### src/rtl/relu_maxpool2x2.sv
// relu_maxpool2x2: streaming 2x2 stride-2 signed max pool.
// Keeps horizontal pair maxima of even rows in a half-width line buffer.
module relu_maxpool2x2 #(
    parameter int RESULT = 10,
    parameter int IMG_W  = 24,
    parameter int IMG_H  = 24
) (
    input  logic              clk,
    input  logic              rst_n,
    input  logic              in_valid,
    output logic              in_ready,
    input  logic [RESULT-1:0] in_data,
    output logic              out_valid,
    input  logic              out_ready,
    output logic [RESULT-1:0] out_data,
    output logic              frame_done
);
    localparam int CW = (IMG_W > 1) ? $clog2(IMG_W) : 1;
    localparam int RW = (IMG_H > 1) ? $clog2(IMG_H) : 1;
    localparam int HW = IMG_W / 2;
    localparam int HB = (HW > 1) ? $clog2(HW) : 1;
    localparam logic [CW-1:0] COL_LAST = CW'(IMG_W - 1);
    localparam logic [RW-1:0] ROW_LAST = RW'(IMG_H - 1);

    logic [CW-1:0]     col;
    logic [RW-1:0]     row;
    logic [RESULT-1:0] pair;
    logic [RESULT-1:0] h_max;
    logic [RESULT-1:0] v_max;
    logic [RESULT-1:0] line_buf [HW];
    logic [HB-1:0]     half;
    logic              accept;
    logic              load;
    logic              last_win;

    function automatic logic [RESULT-1:0] smax(
        input logic [RESULT-1:0] a,
        input logic [RESULT-1:0] b
    );
        return ($signed(a) >= $signed(b)) ? a : b;
    endfunction

    assign in_ready = !out_valid || out_ready;
    assign accept   = in_valid && in_ready;
    assign half     = HB'(col >> 1);
    assign h_max    = smax(pair, in_data);
    assign v_max    = smax(line_buf[half], h_max);
    assign load     = accept && col[0] && row[0];
    assign last_win = (col == COL_LAST) && (row == ROW_LAST);

    always_ff @(posedge clk or negedge rst_n) begin
        if (!rst_n) begin
            col        <= '0;
            row        <= '0;
            pair       <= '0;
            out_valid  <= 1'b0;
            out_data   <= '0;
            frame_done <= 1'b0;
        end else begin
            frame_done <= load && last_win;
            // a new window replaces a result consumed on the same edge
            if (load) begin
                out_valid <= 1'b1;
                out_data  <= v_max;
            end else if (out_ready) begin
                out_valid <= 1'b0;
            end
            if (accept) begin
                if (!col[0]) pair <= in_data;
                if (col == COL_LAST) begin
                    col <= '0;
                    row <= (row == ROW_LAST) ? '0 : row + 1'b1;
                end else begin
                    col <= col + 1'b1;
                end
            end
        end
    end

    always_ff @(posedge clk) begin
        if (accept && col[0] && !row[0]) line_buf[half] <= h_max;
    end
endmodule
### config.mk
export PLATFORM = sky130hd
export DESIGN_NAME = relu_maxpool2x2
export DESIGN_NICKNAME = d
export VERILOG_FILES = /design/src/rtl/relu_maxpool2x2.sv
export SDC_FILE = /design/constraint.sdc
export NUM_CORES = 1
export LEC_CHECK = 0
export CORE_ASPECT_RATIO = 1.25
export CORE_MARGIN = 5
export CORE_UTILIZATION = 46
export DETAILED_ROUTE_END_ITERATION = 16
export DONT_BUFFER_PORTS = 1
export HOLD_SLACK_MARGIN = 0.08
export PLACE_DENSITY = 0.66
export SLEW_MARGIN = 20
export SYNTH_ARGS = -nofsm -noshare
export SYNTH_HDL_FRONTEND = slang
export SYNTH_SLANG_ARGS = --single-unit
### constraint.sdc
create_clock -name clk -period 5.63 [get_ports clk]
set_input_delay 0.8445 -clock clk [delete_from_list [all_inputs] [get_ports clk]]
set_output_delay 0.8445 -clock clk [all_outputs]
set_load 0.02 [all_outputs]
==> flow_summary.yaml <==
run_status:
  status: "finished clean"
worst_setup_path:
  crit_path_max_fanout: 11
  rrSetupSlack_ns: 1.22
  cpPeakStageDelay_ns: 0.66
  endpoint: "out_data[4]"
  startpoint: "in_data[2]"
  worstPathArrival_ns: 4.75
  critPathKind: "in -> reg"
  reg2reg_to: "out_data[4]"
  path_cells: "inv_1 -> ha_1 -> and4_1 -> and4_4 -> nor4_4 -> a21boi_0 -> a211oi_1 -> or2_2 -> ha_1 -> nand3_1 -> or3_1 -> o21a_1 -> or2_4 -> a21o_1 -> o221ai_1"
  r2r-start: "pair[5]"
  cp-start-kind: "primary input"
  worst-r2r-cell-count: 14
  cp_slowest_cell: "nor4_4"
  cpMostUsedCell: "ha_1"
  cp-end-kind: "flop"
  required_ns: 5.95
synthesis:
  synth_top_family_by_area: "multiplexers"
  synth_top_area_share_pct: 51.1
  ys_warn_count: 0
  synth.distinct_cells: 49
  synth_nets: 513
  seq_area_frac_synth_pct: 62.5
  synth-main-ff-cell: "edfxtp_1"
  synth_edf_count: 120
  synth_common_cells: "120 x edfxtp_1, 49 x nand2_1, 32 x dfrtp_1"
  synth_largest_area_cell: "edfxtp_1"
  synth-seq-cells: 152
  synthesis.area_um2: 7050
  async_flop_share_pct: 21.1
  synthAdderAreaFrac_pct: 3.90
  postSynthAreaPerCell_um2: 14.8
  yosysMostFrequentCell: "edfxtp_1"
  synthCells: 477
  synthXorXnorAreaFrac_pct: 0.248
  synth_simple_gate_area_share_pct: 9.51
  ys_top_cells_by_area: "edfxtp_1 51%, dfrtp_1 11%, mux4_2 9.6%, ha_1 3.9%, nand2_1 2.6%"
  muxShareOfSynthArea_pct: 11.8
  synth_compound_area_share_pct: 8.96
timing:
  holdWs_ns: 0.111
  hold_violations: 0
  worstMarginPinSlew_ns: 1.02
  setup_tns_ns: 0
  setup_viol: 0
  fmaxAchievable_mhz: 226
  rsz0062_at_grt: "false"
  period_minus_slack_ns: 4.42
  timing.final.crit_share_pct: 78.6
  slew_viol_final: 0
  slew_headroom_pct: 31.8
  worst_slack_ns: 1.21
  clock_skew_ns: 0.00893
route:
  drtPass1Iterations: 5
  via_per_inst: 5.97
  antenna_left: 0
  drc: 0
  routed_wl_um: 14600
  num_vias: 4020
  wire_per_inst_um: 21.7
  drt_iter0_drc: 344
grt:
  grt-ovfl-total: 0
  grt-busiest-layer: "met2"
  use_met1_pct: 21.1
  grt_max_degree: 33
  track_usage_pct: 17.3
  use_met3_pct: 5.33
  first_global_vias: 4118
  antenna_found_initial: 0
  grt_use_met2_pct: 29.8
  grt_pass1_wl_um: 23300
clocking:
  cts_setup_buffers: 0
  cts_buffer_depth: 2
  cts_made_buffers: 17
  cts-root-buf: "clkbuf_16"
  cts_resized: 0
  cts.clk_slew.worst_paths_ns: 0.06
  hold_buffers: 0
  cts_num_sinks: 152
  h-tree-depth: 4
  clk_latency_ns: 0.42
  cts_tree: "yes"
place:
  place_hpwl_um: 10000
  place_ws_ns: 0.825
  postPlaceCellArea_um2: 7210
  gp_routability_congestion: 0.874
  place_inst: 641
  io_buffer_count: 0
floorplan:
  die_h_um: 148
  die-area_um2: 17900
  die_x_um: 121
  io_pins: 27
  initial_core_util_pct: 47.0
  core_area_um2: 15000
  placementRows: 50
hold_path:
  holdCritPathClass: "in -> async"
pwr:
  worst_ir_drop_vdd_v: 0.000266
  powerDensity_nw_per_um2: 566
  power_leakage_uw: 0.00287
layout:
  fillCellCount: 1186
  diodes: 0
  fin_cells: 673
  multi_input_area_um2: 2440
  regArea_um2: 4410
  syn_to_final_growth_pct: 10.7
  nets: 514
  drive_gt1_share_pct: 19.6
  design_area_um2: 7810
run:
  maxCapViolCount: 0
-- final cells by class --
| class | instances | area share [%] |
|---|---|---|
| clock inverters | 15 | 2.12 |
| well taps | 182 | 2.92 |
| multi-input cells | 276 | 31.2 |
| clock buffers | 17 | 5.45 |
| flip-flops and latches | 152 | 56.4 |
| repair buffers | 8 | 0.769 |
| inverters | 23 | 1.11 |
-- worst min-delay path by stage --
| stage | end | slack (ns) | cells past startpoint | from |
|---|---|---|---|---|
| floorplan | row[3] | 0.47 | 1 | row[3] |
| global placement | row[3] | 0.49 | 1 | row[3] |
| detailed placement | pair[0] | 0.50 | 1 | pair[0] |
| CTS | pair[6] | 0.09 | 0 | rst_n |
| global route | pair[7] | 0.09 | 0 | rst_n |
| finish | pair[7] | 0.11 | 0 | rst_n |
-- kinds of logic after synthesis --
group           Yosys count
flops                   152
simple gates            124
compound gates           83
buf+inv                  49
mux                      45
fa+ha+maj                22
xor+xnor                  2
-- state kept, by name, summed over array words and instances, names as in the netlist --
register    cells
line_buf      120
out_data       10
out_valid       1
row             5
col             5
frame_done      1
pair           10
-- metrics by stage --
stage / total power, uW / utilization, %
2_1_floorplan: 2900 / -
3_3_place_gp: 3260 / 48.0
3_5_place_dp: 3300 / 48.0
4_1_cts: 4440 / 52.0
5_1_grt: 4680 / 52.0
6_report: 4420 / 52.0
-- metal layers --
metal | up-vias | share of wire (%)
li1 | 1853 | -
met1 | 2028 | 40
met2 | 117 | 52
met3 | 22 | 5.8
met4 | 0 | 1.5
met5 | - | 0
-- layout by cell type, fill, tap and decap left out, types with 5 or more instances in the layout --
cell type and n:
clkbuf_16 17, a311oi_2 6, nand3_1 11, nand2_1 49
mux4_2 30, a211oi_1 6, buf_4 8, nor2_1 13
o21a_1 16, inv_1 23, o221ai_1 7, nor3_1 6
a21oi_1 7, nor3b_1 7, o21ai_0 25, dfrtp_1 31
edfxtp_1 120, mux2i_1 11, o31ai_1 5, and4_1 8
ha_1 22
-- where the power goes --
part	total, uW	internal (uW)	switching, uW
Clock	1130	662	471
Combinational	1500	611	892
Sequential	1780	1530	251
Total	4420	2800	1610
-- critical path: cells and delay by family --
kind / cells / cell delay (ns)
fa+ha+maj: 2 / 0.43
simple gates: 7 / 2.05
compound gates: 5 / 1.38
buf+inv: 1 / 0.04
Power figures use the tool's default switching activity.
